==> src/rtl/gol_setup_sequencer.sv <==
// Game of Life central controller: button-to-move qualification, selection cursor, phase FSM and generation strobe.
// Define CURSOR_WRAP_EN to make the cursor wrap modulo the grid size instead of saturating at the edges.
module gol_setup_sequencer #(
  parameter int ROWS     = 16,
  parameter int COLS     = 16,
  parameter int TICK_DIV = 25000000,
  parameter int GEN_W    = 16
) (
  input  logic                    clk,
  input  logic                    reset,
  input  logic                    leftButton,
  input  logic                    rightButton,
  input  logic                    upButton,
  input  logic                    downButton,
  input  logic                    confirmSeedSwitch,
  input  logic                    startGameSwitch,
  input  logic                    allDead,
  output logic [$clog2(ROWS)-1:0] cursorRow,
  output logic [$clog2(COLS)-1:0] cursorCol,
  output logic [ROWS-1:0]         rowSel,
  output logic [COLS-1:0]         colSel,
  output logic                    moveLeft,
  output logic                    moveRight,
  output logic                    moveUp,
  output logic                    moveDown,
  output logic                    confirmPulse,
  output logic                    loadSeed,
  output logic                    genStep,
  output logic [GEN_W-1:0]        generation,
  output logic [1:0]              phase
);

  localparam int unsigned ROW_W = $clog2(ROWS);
  localparam int unsigned COL_W = $clog2(COLS);
  localparam int unsigned CNT_W = $clog2(TICK_DIV);
  localparam logic [ROW_W-1:0] ROW_MAX = ROW_W'(ROWS - 1);
  localparam logic [COL_W-1:0] COL_MAX = COL_W'(COLS - 1);
  localparam logic [CNT_W-1:0] CNT_MAX = CNT_W'(TICK_DIV - 1);

  // Cursor value taken when stepping past the low (0) or high (MAX) edge.
`ifdef CURSOR_WRAP_EN
  localparam logic [ROW_W-1:0] ROW_PAST_LO = ROW_MAX;
  localparam logic [ROW_W-1:0] ROW_PAST_HI = '0;
  localparam logic [COL_W-1:0] COL_PAST_LO = COL_MAX;
  localparam logic [COL_W-1:0] COL_PAST_HI = '0;
`else
  localparam logic [ROW_W-1:0] ROW_PAST_LO = '0;
  localparam logic [ROW_W-1:0] ROW_PAST_HI = ROW_MAX;
  localparam logic [COL_W-1:0] COL_PAST_LO = '0;
  localparam logic [COL_W-1:0] COL_PAST_HI = COL_MAX;
`endif

  typedef enum logic [1:0] {
    SETUP = 2'd0,
    LOAD  = 2'd1,
    RUN   = 2'd2,
    HALT  = 2'd3
  } phase_t;

  phase_t           state;
  logic [3:0]       buttons;
  logic [3:0]       prevButtons;
  logic [3:0]       pressed;
  logic             prevConfirm;
  logic             moveValid;
  logic             confirmRise;
  logic [CNT_W-1:0] prescaler;
  logic [ROW_W-1:0] nextRow;
  logic [COL_W-1:0] nextCol;

  assign buttons     = {leftButton, rightButton, upButton, downButton};
  assign pressed     = buttons & ~prevButtons;
  assign moveValid   = $onehot(buttons) && (pressed == buttons);
  assign confirmRise = confirmSeedSwitch && !prevConfirm;

  assign rowSel = ROWS'(1) << cursorRow;
  assign colSel = COLS'(1) << cursorCol;
  assign phase  = state;

  // Candidate cursor position; only used when exactly one button qualifies.
  always_comb begin
    nextRow = cursorRow;
    nextCol = cursorCol;
    if (leftButton)
      nextCol = (cursorCol == '0) ? COL_PAST_LO : cursorCol - COL_W'(1);
    else if (rightButton)
      nextCol = (cursorCol == COL_MAX) ? COL_PAST_HI : cursorCol + COL_W'(1);
    else if (upButton)
      nextRow = (cursorRow == '0) ? ROW_PAST_LO : cursorRow - ROW_W'(1);
    else if (downButton)
      nextRow = (cursorRow == ROW_MAX) ? ROW_PAST_HI : cursorRow + ROW_W'(1);
  end

  always_ff @(posedge clk or negedge reset) begin
    if (!reset) begin
      state        <= SETUP;
      prevButtons  <= '0;
      prevConfirm  <= 1'b0;
      cursorRow    <= '0;
      cursorCol    <= '0;
      moveLeft     <= 1'b0;
      moveRight    <= 1'b0;
      moveUp       <= 1'b0;
      moveDown     <= 1'b0;
      confirmPulse <= 1'b0;
      loadSeed     <= 1'b0;
      genStep      <= 1'b0;
      generation   <= '0;
      prescaler    <= '0;
    end else begin
      prevButtons  <= buttons;
      prevConfirm  <= confirmSeedSwitch;
      moveLeft     <= 1'b0;
      moveRight    <= 1'b0;
      moveUp       <= 1'b0;
      moveDown     <= 1'b0;
      confirmPulse <= 1'b0;
      loadSeed     <= 1'b0;
      genStep      <= 1'b0;
      case (state)
        SETUP: begin
          // Starting the game wins over any move or confirm in the same cycle.
          if (startGameSwitch) begin
            state    <= LOAD;
            loadSeed <= 1'b1;
          end else begin
            if (moveValid) begin
              cursorRow <= nextRow;
              cursorCol <= nextCol;
              moveLeft  <= leftButton;
              moveRight <= rightButton;
              moveUp    <= upButton;
              moveDown  <= downButton;
            end
            if (confirmRise) confirmPulse <= 1'b1;
          end
        end
        LOAD: begin
          state     <= RUN;
          prescaler <= '0;
        end
        RUN: begin
          if (allDead) begin
            state <= HALT;
          end else if (prescaler == CNT_MAX) begin
            prescaler <= '0;
            genStep   <= 1'b1;
            if (generation != '1) generation <= generation + GEN_W'(1);
          end else begin
            prescaler <= prescaler + CNT_W'(1);
          end
        end
        HALT: begin
        end
      endcase
    end
  end

endmodule

==> config.mk <==
export PLATFORM = sky130hd
export DESIGN_NAME = gol_setup_sequencer
export DESIGN_NICKNAME = d
export VERILOG_FILES = /design/src/rtl/gol_setup_sequencer.sv
export SDC_FILE = /design/constraint.sdc
export NUM_CORES = 1
export LEC_CHECK = 0
export BUFFER_PORTS_ARGS = -buffer_cell sky130_fd_sc_hd__buf_2
export CORE_MARGIN = 2
export CORE_UTILIZATION = 29
export DETAILED_ROUTE_END_ITERATION = 6
export GPL_TIMING_DRIVEN = 0
export HOLD_SLACK_MARGIN = 0.08
export PLACE_DENSITY = 0.51
export SYNTH_ARGS = -nofsm -noshare
export SYNTH_HDL_FRONTEND = slang
export SYNTH_SLANG_ARGS = --single-unit
==> constraint.sdc <==
create_clock -name clk -period 2.3 [get_ports clk]
set_input_delay 0.46 -clock clk [delete_from_list [all_inputs] [get_ports clk]]
set_output_delay 0.46 -clock clk [all_outputs]
set_load 0.02 [all_outputs]
==> results.py, run 1 <==
metrics = {
    "run_status": {
        "outcome": "finished with violations",
        "violations": "setup timing",
    },
    "flow_run": {
        "cap_viol_max_count": 0,
    },
    "logic_synthesis": {
        "dominantRegCellSynth": "dfrtp_1",
        "netlist_area_um2": 4010,
        "synth_simple_gate_area_share_pct": 29.3,
        "synth_edf_count": 0,
        "synthAdderAreaFrac_pct": 8.00,
        "async_reset_ff_share_pct": 100,
        "synthMuxAreaShare_pct": 2.34,
        "ys_ff_latch": 63,
        "ys_types": 58,
        "synth_nets": 475,
        "ys_warn_count": 0,
        "ys_seq_area_share_pct": 39.4,
        "avgSynthCellArea_um2": 9.08,
        "synth-compound-area-share_pct": 13.7,
        "postSynthCellCount": 441,
        "synth_top_family_by_area": "simple AND/OR/NAND/NOR gates",
        "synth-xor-area-share_pct": 2.84,
    },
    "cells_and_area": {
        "final_common_cell": "buf_2",
        "mostFrequentLayoutCells": "76 x buf_2, 63 x dfrtp_1, 37 x nand2_1, 26 x and3_1, 26 x nand3_1",
        "nets": 571,
        "stdcell_area_um2": 5150,
        "area_growth_pct": 28.5,
        "num_antenna_cells": 0,
        "final_core_util_pct": 38.6,
        "drive_gt1_share_pct": 26.8,
        "fin_cells": 718,
    },
    "route": {
        "route.met3.wl_um": 503,
        "firstDrtPassIters": 4,
        "top_layer_used": "met4",
        "dr_total_vias": 3649,
        "m1WireLength_um": 5020,
        "met2_wirelength_um": 5060,
        "drt-vias-per-instance": 5.08,
        "drtIter0Drc": 272,
        "wl_per_cell_um": 14.9,
        "drtAntennaViolNets": 0,
        "drt-total-wl_um": 10700,
        "drc_errors": 0,
    },
    "placement": {
        "io_buffer_count": 73,
        "dpl-instance-area_um2": 4620,
        "gp_congestion": 0.833,
        "dp.cells": 690,
        "hpwl_um": 7370,
    },
    "sta": {
        "finalCriticalPeriod_ns": 2.64,
        "rsz0062_at_grt": "yes",
        "fin_skew_ns": 0.0104,
        "fin_ws_ns": -0.341,
        "slew_headroom_pct": 43.6,
        "tightestPinTransition_ns": 0.846,
        "clock.fmax_mhz": 379,
        "slew_violations": 0,
        "hold_violations": 0,
        "fin_crit_sh_pct": 115,
        "timing.hold.ws_ns": 0.216,
        "setup_viol": 11,
    },
    "clocking": {
        "path_clk_slew_ns": 0.06,
        "cts_tree": "done",
        "htree_levels": 3,
        "cts_buffers": 9,
        "clk_latency_ns": 0.33,
        "clock_path_buffers": 2,
        "cts_sinks": 63,
        "cts_root_buf": "clkbuf_16",
    },
    "grt": {
        "grt_max_degree": 64,
        "overflow": 0,
        "global_route.usage.total_pct": 14.9,
        "grt_pass1_wl_um": 17400,
        "grt_pass1_vias": 3484,
        "antenna_found_initial": 0,
    },
    "die": {
        "dieArea_um2": 14800,
        "die_h_um": 122,
        "rows": 42,
        "io_pins": 74,
        "start_util_pct": 30.0,
        "die_width_um": 122,
        "core_um2": 13300,
    },
    "worst_hold_path": {
        "holdCritPathClass": "in -> async",
    },
    "power": {
        "peakVddDrop_mv": 0.302,
        "sw_frac_of_total_pct": 36.4,
        "leakage_nw": 2.47,
        "power_frac_comb_pct": 31.9,
        "power.internal_mw": 2.49,
        "p_sw_mw": 1.42,
        "clockPowerShare_pct": 35.6,
        "fin_total_pwr_mw": 3.91,
        "power_density_nw_per_um2": 761,
        "p_seq_share_pct": 32.5,
    },
    "critical_path": {
        "worstSetupPathType": "in -> reg",
        "cpMostUsedCell": "buf_4",
        "cpPeakStageDelay_ns": 0.50,
        "rr_worst_depth": 8,
        "cp_cell_sequence": "buf_8, clkinvlp_4, fa_1, inv_1, ha_2, ha_4, or3b_4, nor4_4, buf_4, nor2b_1, buf_4, mux2i_1, o31ai_1",
        "required_ns": 2.50,
        "r2r_start": "phase[0]",
        "critPathCaptureType": "flop",
        "rrSetupSlack_ns": 0.17,
        "slowest_stage": "fa_1",
        "critPathLaunchType": "primary input",
        "worstPathArrival_ns": 2.84,
        "timing.rr.end": "generation[1]",
        "cp_max_fo": 5,
    },
}
-- state kept, by name, summed over array words and instances (netlist names) --
| signal | count |
|---|---|
| confirmPulse | 1 |
| cursorCol | 4 |
| cursorRow | 4 |
| genStep | 1 |
| generation | 16 |
| loadSeed | 1 |
| moveDown | 1 |
| moveLeft | 1 |
| moveRight | 1 |
| moveUp | 1 |
| phase | 2 |
| prescaler | 25 |
| prevButtons | 4 |
| prevConfirm | 1 |
-- power by group through the flow --
| stage | registers, mW | clock network [mW] | logic, mW |
|---|---|---|---|
| 3_5_place_dp | 1.29 | 0 | 1.21 |
| 6_report | 1.27 | 1.39 | 1.25 |
| 5_1_grt | 1.29 | 1.48 | 1.41 |
| 3_3_place_gp | 1.29 | 0 | 1.18 |
| 2_1_floorplan | 1.34 | 0 | 0.765 |
| 4_1_cts | 1.27 | 1.43 | 1.24 |
-- worst max-delay path by stage --
| stage | start | endpoint | cells after the start | slack, ns |
|---|---|---|---|---|
| 6_report | rightButton | cursorCol[2] | 13 | -0.34 |
| 4_1_cts | leftButton | cursorCol[2] | 14 | -0.30 |
| 3_5_place_dp | leftButton | cursorRow[3] | 12 | -0.99 |
| 5_1_grt | rightButton | cursorCol[2] | 13 | -0.47 |
| 3_3_place_gp | leftButton | cursorCol[2] | 13 | -0.98 |
| 2_1_floorplan | leftButton | cursorCol[2] | 12 | -0.62 |
-- Yosys cell counts (2+ instances only) --
cell type	instances	area [um2]
o22ai_1	2	12.5
mux2_2	2	22.5
buf_2	9	45.0
nand2_1	37	139
a22o_1	5	43.8
nor4_1	8	50.1
a211oi_1	2	15.0
or3_1	5	31.3
clkbuf_1	11	41.3
and3_1	26	163
nor3b_1	3	22.5
o31ai_1	2	15.0
a31oi_1	12	75.1
nand2b_1	4	25.0
nor2b_1	9	56.3
and3b_1	2	17.5
xnor2_1	13	114
nand4_1	17	106
o31a_1	2	17.5
and4_1	7	61.3
ha_1	24	300
a41oi_1	3	26.3
dfrtp_1	63	1580
nor2_1	22	82.6
nor3_1	5	25.0
a21o_1	2	15.0
o21ai_0	17	85.1
and2_1	22	138
inv_1	20	75.1
nand3_1	26	130
a221oi_1	2	17.5
a21oi_1	26	130
mux2i_1	6	60.1
-- cells by family (layout without fill, tap and decap cells) --
group | Yosys count | in the layout
fa+ha+maj | 25 | 25
buf+inv | 42 | 142
mux | 9 | 9
flops | 63 | 63
xor+xnor | 13 | 13
compound gates | 84 | 85
simple gates | 205 | 205
-- repair_timing --
action / 4_1_cts / 5_1_grt
buffers inserted: 8 / 5
gates resized for setup: 18 / 15
gates cloned: 1 / 0
pin swaps: 5 / 2
hold buffers: 0 / 0
setup endpoints to repair: 18 / 26
-- through the flow --
| step | worst slack [ns] | setup TNS (ns) |
|---|---|---|
| 2_1_floorplan | -0.617 | -4.92 |
| 3_3_place_gp | -0.976 | -8.92 |
| 3_5_place_dp | -0.994 | -9.25 |
| 4_1_cts | -0.301 | -1.92 |
| 5_1_grt | -0.469 | -3.63 |
| 6_report | -0.341 | -2.17 |
-- worst max-delay path, delay by kind of cell --
family	cells	cell delay (ns)
simple gates	3	0.66
buf+inv	5	0.53
compound gates	1	0.10
fa+ha+maj	3	0.89
mux	1	0.21
-- metal layers --
layer | track usage (%) | vias to the layer above
met1 | 19.8 | 1750
met5 | 0 | -
met2 | 24.1 | 93
met3 | 3.24 | 9
met4 | 5.39 | 0
li1 | - | 1797
-- layout make-up --
cell class,instances,area [um2]
Buffer,20,98.8
Clock buffer,10,239
Clock inverter,6,68.8
Fill cell,1359,8200
Inverter,20,91.3
Multi-Input combinational cell,337,2350
Sequential cell,63,1580
Tap cell,176,220
Timing Repair Buffer,86,504
Note: power is estimated with default switching activity, not from simulation.
==> inputs of run 2 (changes only) <==
--- a/config.mk
+++ b/config.mk
@@ -5,6 +5,7 @@
 export SDC_FILE = /design/constraint.sdc
 export NUM_CORES = 1
 export LEC_CHECK = 0
+export ABC_AREA = 1
 export BUFFER_PORTS_ARGS = -buffer_cell sky130_fd_sc_hd__buf_2
 export CORE_MARGIN = 2
 export CORE_UTILIZATION = 29
==> run 2 against run 1 <==
The run now ends clean. Worst hold slack lost 0.028 ns. Count of clock-buffer cells in the layout grew 2. Non-clock buffer count shrank 18. Flip-flop and latch count is the same. Fmax grew 20%. Synthesized cell count grew 49%. Final area grew 6.2%.
==> results.py, run 2 <==
metrics = {
    "route": {
        "drc_errors": 0,
        "firstDrtPassIters": 4,
        "drt-total-wl_um": 11700,
        "drtIter0Drc": 248,
        "wl_per_cell_um": 12.5,
        "drt-vias-per-instance": 4.51,
        "drtAntennaViolNets": 0,
        "dr_total_vias": 4226,
    },
    "die": {
        "die_h_um": 128,
        "dieArea_um2": 16300,
        "rows": 45,
        "core_um2": 15000,
        "io_pins": 74,
        "start_util_pct": 29.4,
        "die_width_um": 128,
    },
    "grt": {
        "grt_pass1_wl_um": 20100,
        "grt_max_degree": 64,
        "overflow": 0,
        "antenna_found_initial": 0,
        "global_route.usage.total_pct": 15.4,
        "grt_pass1_vias": 4110,
    },
    "critical_path": {
        "cp_max_fo": 8,
        "cp.depth": 11,
        "cp_cell_sequence": "buf_12, inv_8, fa_1, inv_1, ha_2, ha_4, nor3b_4, nand2_2, nor3_4, or2_4, nand2_2",
        "required_ns": 2.53,
        "critPathLaunchType": "primary input",
        "critPathCaptureType": "flop",
        "crit_family": "adder cells",
        "worstPathArrival_ns": 2.44,
        "critical_path_buf_inv_count": 3,
        "cpPeakStageDelay_ns": 0.52,
        "slowest_stage": "fa_1",
        "rr_worst_depth": 10,
        "worstSetupPathType": "in -> reg",
        "cpMostUsedCell": "nand2_2",
    },
    "sta": {
        "timing.hold.ws_ns": 0.188,
        "finalCriticalPeriod_ns": 2.20,
        "setup_viol": 0,
        "hold_violations": 0,
        "clock.fmax_mhz": 454,
        "rsz0062_at_grt": "yes",
        "fin_crit_sh_pct": 95.8,
        "fin_skew_ns": 0.0129,
        "slew_headroom_pct": 45.4,
        "slew_violations": 0,
        "tns_ns": 0,
        "tightestPinTransition_ns": 0.820,
    },
    "logic_synthesis": {
        "synth_area_leaders": "dfrtp_1 36%, nand2_1 19%, nor2_1 7.0%",
        "synth_edf_count": 0,
        "ys_seq_area_share_pct": 35.6,
        "yosysTopAreaCellShare_pct": 35.6,
        "dominantRegCellSynth": "dfrtp_1",
        "postSynthCellCount": 655,
        "ys_types": 29,
        "ys_warn_count": 0,
        "ys_ff_latch": 63,
        "netlist_area_um2": 4420,
        "ys_top_cells_by_count": "220 x nand2_1, 82 x nor2_1, 80 x inv_1",
        "async_reset_ff_share_pct": 100,
        "avgSynthCellArea_um2": 6.75,
        "synth_nets": 689,
        "yosysMostFrequentCell": "nand2_1",
        "yosysTopAreaCell": "dfrtp_1",
    },
    "cells_and_area": {
        "final_common_cell": "nand2_1",
        "area_growth_pct": 23.5,
        "register_area_um2": 1580,
        "regMostFlops": "prescaler",
        "mostFrequentLayoutCells": "218 x nand2_1, 82 x nor2_1, 78 x inv_1, 73 x buf_2, 63 x dfrtp_1",
        "largest_registers": "prescaler x25, generation x16",
        "final.fill_count": 1611,
        "multiInputGateArea_um2": 2500,
        "nets": 777,
        "num_antenna_cells": 0,
        "final_core_util_pct": 36.3,
        "largest_reg_flops": 25,
        "drive_gt1_share_pct": 16.4,
    },
    "power": {
        "sw_frac_of_total_pct": 37.3,
        "power_frac_comb_pct": 33.3,
        "power.internal_mw": 2.57,
        "clockPowerShare_pct": 35.2,
        "p_sw_mw": 1.53,
        "power_density_nw_per_um2": 752,
        "p_seq_share_pct": 31.5,
        "peakVddDrop_mv": 0.433,
        "leakage_nw": 2.82,
    },
    "worst_hold_path": {
        "holdCritPathClass": "in -> async",
    },
    "placement": {
        "io_buffer_count": 73,
        "gp_congestion": 0.908,
        "hpwl_um": 8550,
    },
    "clocking": {
        "path_clk_slew_ns": 0.06,
        "htree_levels": 3,
        "clk_latency_ns": 0.35,
        "cts_buffers": 9,
        "cts_sinks": 63,
        "clock_path_buffers": 2,
        "hold_buffers": 0,
        "cts_root_buf": "clkbuf_16",
        "cts_tree": "done",
    },
    "flow_run": {
        "cap_viol_max_count": 0,
    },
    "run_status": {
        "outcome": "finished clean",
    },
}
## run 2: cell types whose count changed in the layout (fill, tap and decap cells not counted), sizes merged, moves of 12 or more
cell   previous run  this run
inv              20        84
and2             23         1
nor3              6        25
xor2              0        15
and3             26         0
nor2             22        90
a21oi            26         8
nand3            26        47
nand2            38       222
a31oi            13         0
o21ai            17        29
## run 2: layer usage
layer / vias to the layer above / part of all wire [%] / wire length (um) / track usage, %
li1: 2236 / - / - / -
met1: 1895 / 48 / 5650 / 20.4
met2: 81 / 45 / 5240 / 24.8
met3: 14 / 5.5 / 643 / 4.06
met4: 0 / 1.4 / 161 / 4.72
met5: - / 0 / 0 / 0
## run 2: final cells by class
cell class | instances | area share (%)
clock inverters | 4 | 1.28
flip-flops and latches | 63 | 28.9
multi-input cells | 496 | 45.7
repair buffers | 77 | 7.95
well taps | 188 | 4.31
inverters | 85 | 6.25
plain buffers | 11 | 1.33
clock buffers | 12 | 4.33
## run 2: final timing paths
check	start	endpoint	slack (ns)
setup / recovery	leftButton	cursorCol[3]	0.1
hold / removal	reset	prescaler[16]	0.19
setup reg to reg	generation[0]	generation[15]	0.31
hold reg to reg	prevConfirm	confirmPulse	0.39
max in group asynchronous	reset	cursorRow[3]	1.54
min in group clk	confirmSeedSwitch	prevConfirm	0.24
## run 2: what timing repair did
action                                  in CTS  in global routing
gates resized for setup                      0                 17
pin swaps                                    1                  5
endpoints found under the setup margin       2                  5
buffers inserted                             0                  4
## run 2: kinds of logic after synthesis
kind of cell               Yosys count  synth area share, %
and+or+nand+nor                    415                 40.4
buffers and inverters               96                 8.85
DFF                                 63                 35.6
AOI/OAI and AO/OA                   38                 4.36
adders and majority gates           25                 7.24
xor gates and xnor gates            18                 3.56
## run 2: power by group through the flow
stage / sequential (mW) / combinational [mW] / clock [mW]
after floorplan: 1.37 / 0.870 / 0
after global placement: 1.31 / 1.37 / 0
after detailed placement: 1.31 / 1.36 / 0
after CTS: 1.30 / 1.37 / 1.48
after global routing: 1.31 / 1.56 / 1.54
final: 1.30 / 1.37 / 1.45
## run 2: worst reg2reg max path, delay by kind of cell, from the launching register on
| kind | cells | cell delay (ns) |
|---|---|---|
| AND/OR/NAND/NOR | 8 | 0.97 |
| flip-flops | 1 | 0.44 |
| buffers and inverters | 1 | 0.19 |
| adder cells (fa/ha/maj) | 1 | 0.28 |
## run 2: through the flow
stage / setup slack, ns / std cells / total power [mW] / cell area, um2
4_1_cts: 0.0330 / 932 / 4.14 / 5380
6_report: 0.0957 / 936 / 4.11 / 5460
5_1_grt: -0.0159 / 936 / 4.41 / 5460
3_5_place_dp: -0.400 / 916 / 2.67 / 5080
2_1_floorplan: -0.0267 / 655 / 2.24 / 4470
3_3_place_gp: -0.386 / 916 / 2.68 / 5070
==> inputs of run 3 (changes only) <==
--- a/config.mk
+++ b/config.mk
@@ -12,7 +12,8 @@
 export DETAILED_ROUTE_END_ITERATION = 6
 export GPL_TIMING_DRIVEN = 0
 export HOLD_SLACK_MARGIN = 0.08
-export PLACE_DENSITY = 0.51
+export PLACE_DENSITY = 0.52
+export SETUP_SLACK_MARGIN = 0.5
 export SYNTH_ARGS = -nofsm -noshare
 export SYNTH_HDL_FRONTEND = slang
 export SYNTH_SLANG_ARGS = --single-unit
==> constraint.sdc (replaced) <==
create_clock -name clk -period 1.9 [get_ports clk]
set_input_delay 0.38 -clock clk [delete_from_list [all_inputs] [get_ports clk]]
set_output_delay 0.38 -clock clk [all_outputs]
set_load 0.02 [all_outputs]
==> run 3 against run 2 <==
Sequential share of layout area shrank 7.8 points. Critical endpoint unchanged. Combinational power grew to 2.6 times the previous value. Sequential power grew 25%. Final area grew 41%. Via count up 15%. Clock skew down 0.0097 ns. Final cell count grew 8.5%. Count of clock-buffer cells in the layout unchanged. First-iteration DRC count is 29% higher. Power grew 66%. Global-route usage up 1.9 points. The flow now finishes with violations (setup timing). Die area unchanged.
==> results.py, run 3 (same netlist as run 2, synthesis figures left out) <==
metrics = {
    "run_status": {
        "outcome": "finished with violations",
        "violations": "setup timing",
    },
    "die": {
        "dieArea_um2": 16300,
        "start_util_pct": 29.4,
        "rows": 45,
        "die_width_um": 128,
        "core_um2": 15000,
        "die_h_um": 128,
        "io_pins": 74,
    },
    "route": {
        "drtAntennaViolNets": 0,
        "firstDrtPassIters": 5,
        "drt-total-wl_um": 13900,
        "drt-vias-per-instance": 4.77,
        "drtIter0Drc": 321,
        "wl_per_cell_um": 13.7,
        "drc_errors": 0,
        "dr_total_vias": 4850,
    },
    "sta": {
        "slew_violations": 0,
        "tightestPinTransition_ns": 0.832,
        "fin_ws_ns": -0.139,
        "fin_skew_ns": 0.00320,
        "tns_ns": -0.387,
        "hold_violations": 0,
        "setup_viol": 8,
        "finalCriticalPeriod_ns": 2.04,
        "fin_crit_sh_pct": 107,
        "slew_headroom_pct": 44.5,
        "rsz0062_at_grt": "yes",
        "clock.fmax_mhz": 490,
    },
    "clocking": {
        "cts_root_buf": "clkbuf_16",
        "clk_latency_ns": 0.34,
        "cts_buffers": 9,
        "cts_tree": "done",
        "clock_path_buffers": 2,
        "path_clk_slew_ns": 0.05,
        "htree_levels": 3,
        "cts_sinks": 63,
    },
    "critical_path": {
        "rrSetupSlack_ns": 0.25,
        "worstSetupPathType": "in -> reg",
        "required_ns": 2.13,
        "slowest_stage": "fa_1",
        "critPathLaunchType": "primary input",
        "cpPeakStageDelay_ns": 0.53,
        "cp_max_fo": 8,
        "cp_cell_sequence": "buf_12, inv_12, fa_1, inv_1, ha_2, ha_4, nor3b_4, nand2_2, nor3_4, or2_4, nand2_1",
        "worstPathArrival_ns": 2.27,
        "critPathCaptureType": "flop",
        "critical_path_buf_inv_count": 3,
        "crit_family": "adder cells",
    },
    "power": {
        "power_frac_comb_pct": 51.9,
        "sw_frac_of_total_pct": 39.4,
        "p_sw_mw": 2.69,
        "clockPowerShare_pct": 24.2,
        "leakage_nw": 3.50,
        "peakVddDrop_mv": 0.463,
        "power_density_nw_per_um2": 889,
        "p_seq_share_pct": 23.9,
        "fin_total_pwr_mw": 6.82,
        "power.internal_mw": 4.13,
    },
    "cells_and_area": {
        "mostFrequentLayoutCells": "170 x nand2_1, 72 x buf_6, 50 x buf_4, 47 x nor2_1, 40 x inv_1",
        "largest_reg_flops": 25,
        "drive_gt1_share_pct": 51.4,
        "final_common_cell": "nand2_1",
        "num_antenna_cells": 0,
        "final.fill_count": 1404,
        "area_growth_pct": 73.5,
        "register_area_um2": 1620,
        "nets": 857,
        "largest_registers": "prescaler x25, generation x16",
        "regMostFlops": "prescaler",
        "fin_cells": 1016,
        "multiInputGateArea_um2": 3480,
    },
    "grt": {
        "overflow": 0,
        "grt_pass1_vias": 4690,
        "grt_max_degree": 64,
        "antenna_found_initial": 0,
        "grt_pass1_wl_um": 22800,
        "global_route.usage.total_pct": 17.3,
    },
    "placement": {
        "io_buffer_count": 73,
        "hpwl_um": 8900,
        "gp_congestion": 0.852,
        "pre_cts_ws_ns": -0.713,
        "dp.cells": 916,
    },
    "worst_hold_path": {
        "holdCritPathClass": "in -> async",
    },
    "flow_run": {
        "cap_viol_max_count": 0,
    },
}
==> run 3: power by group through the flow <==
stage / Combinational, mW / Sequential (mW) / Clock, mW
3_3_place_gp: 2.19 / 1.66 / 0
5_1_grt: 3.81 / 1.64 / 1.76
3_5_place_dp: 2.24 / 1.67 / 0
4_1_cts: 3.17 / 1.62 / 1.71
6_report: 3.54 / 1.63 / 1.65
2_1_floorplan: 1.60 / 1.73 / 0
==> run 3: per-stage QoR <==
stage               hold WS, ns  util [%]  cell area, um2
CTS                       0.147      47.4            7130
global route              0.153      51.1            7680
detailed placement        0.404      38.1            5720
floorplan                0.0844         -            5120
finish                    0.141      51.1            7680
global placement          0.382      38.0            5720
==> run 3: what timing repair did <==
item,4_1_cts,5_1_grt
gates resized for setup,195,111
hold buffers,0,0
setup endpoints to repair,91,105
gates cloned,2,1
pin swaps,45,37
setup buffers,53,28
endpoints found under the hold margin,0,0
==> run 3: worst paths after layout <==
path                                   start             to  cells past startpoint
max                               downButton   cursorCol[3]                     11
min                                    reset  prescaler[20]                      1
max reg2reg                     cursorCol[2]   cursorCol[1]                     12
min reg2reg                      prevConfirm   confirmPulse                      1
min in group clk           confirmSeedSwitch    prevConfirm                      1
max in group asynchronous              reset  generation[8]                      1
==> run 3: layer usage <==
layer | wire length, um | vias up | GRT usage [%]
li1 | - | 2422 | -
met1 | 6460 | 2285 | 22.8
met2 | 6560 | 119 | 28.0
met3 | 651 | 24 | 4.82
met4 | 259 | 0 | 4.78
met5 | 0 | - | 0
==> run 3: layout make-up <==
class	instances	area share [%]
plain buffers	11	2.18
clock buffers	12	3.21
clock inverters	4	0.587
inverters	85	5.33
multi-input cells	497	45.4
flip-flops and latches	63	21.1
well taps	188	3.06
repair buffers	156	19.2
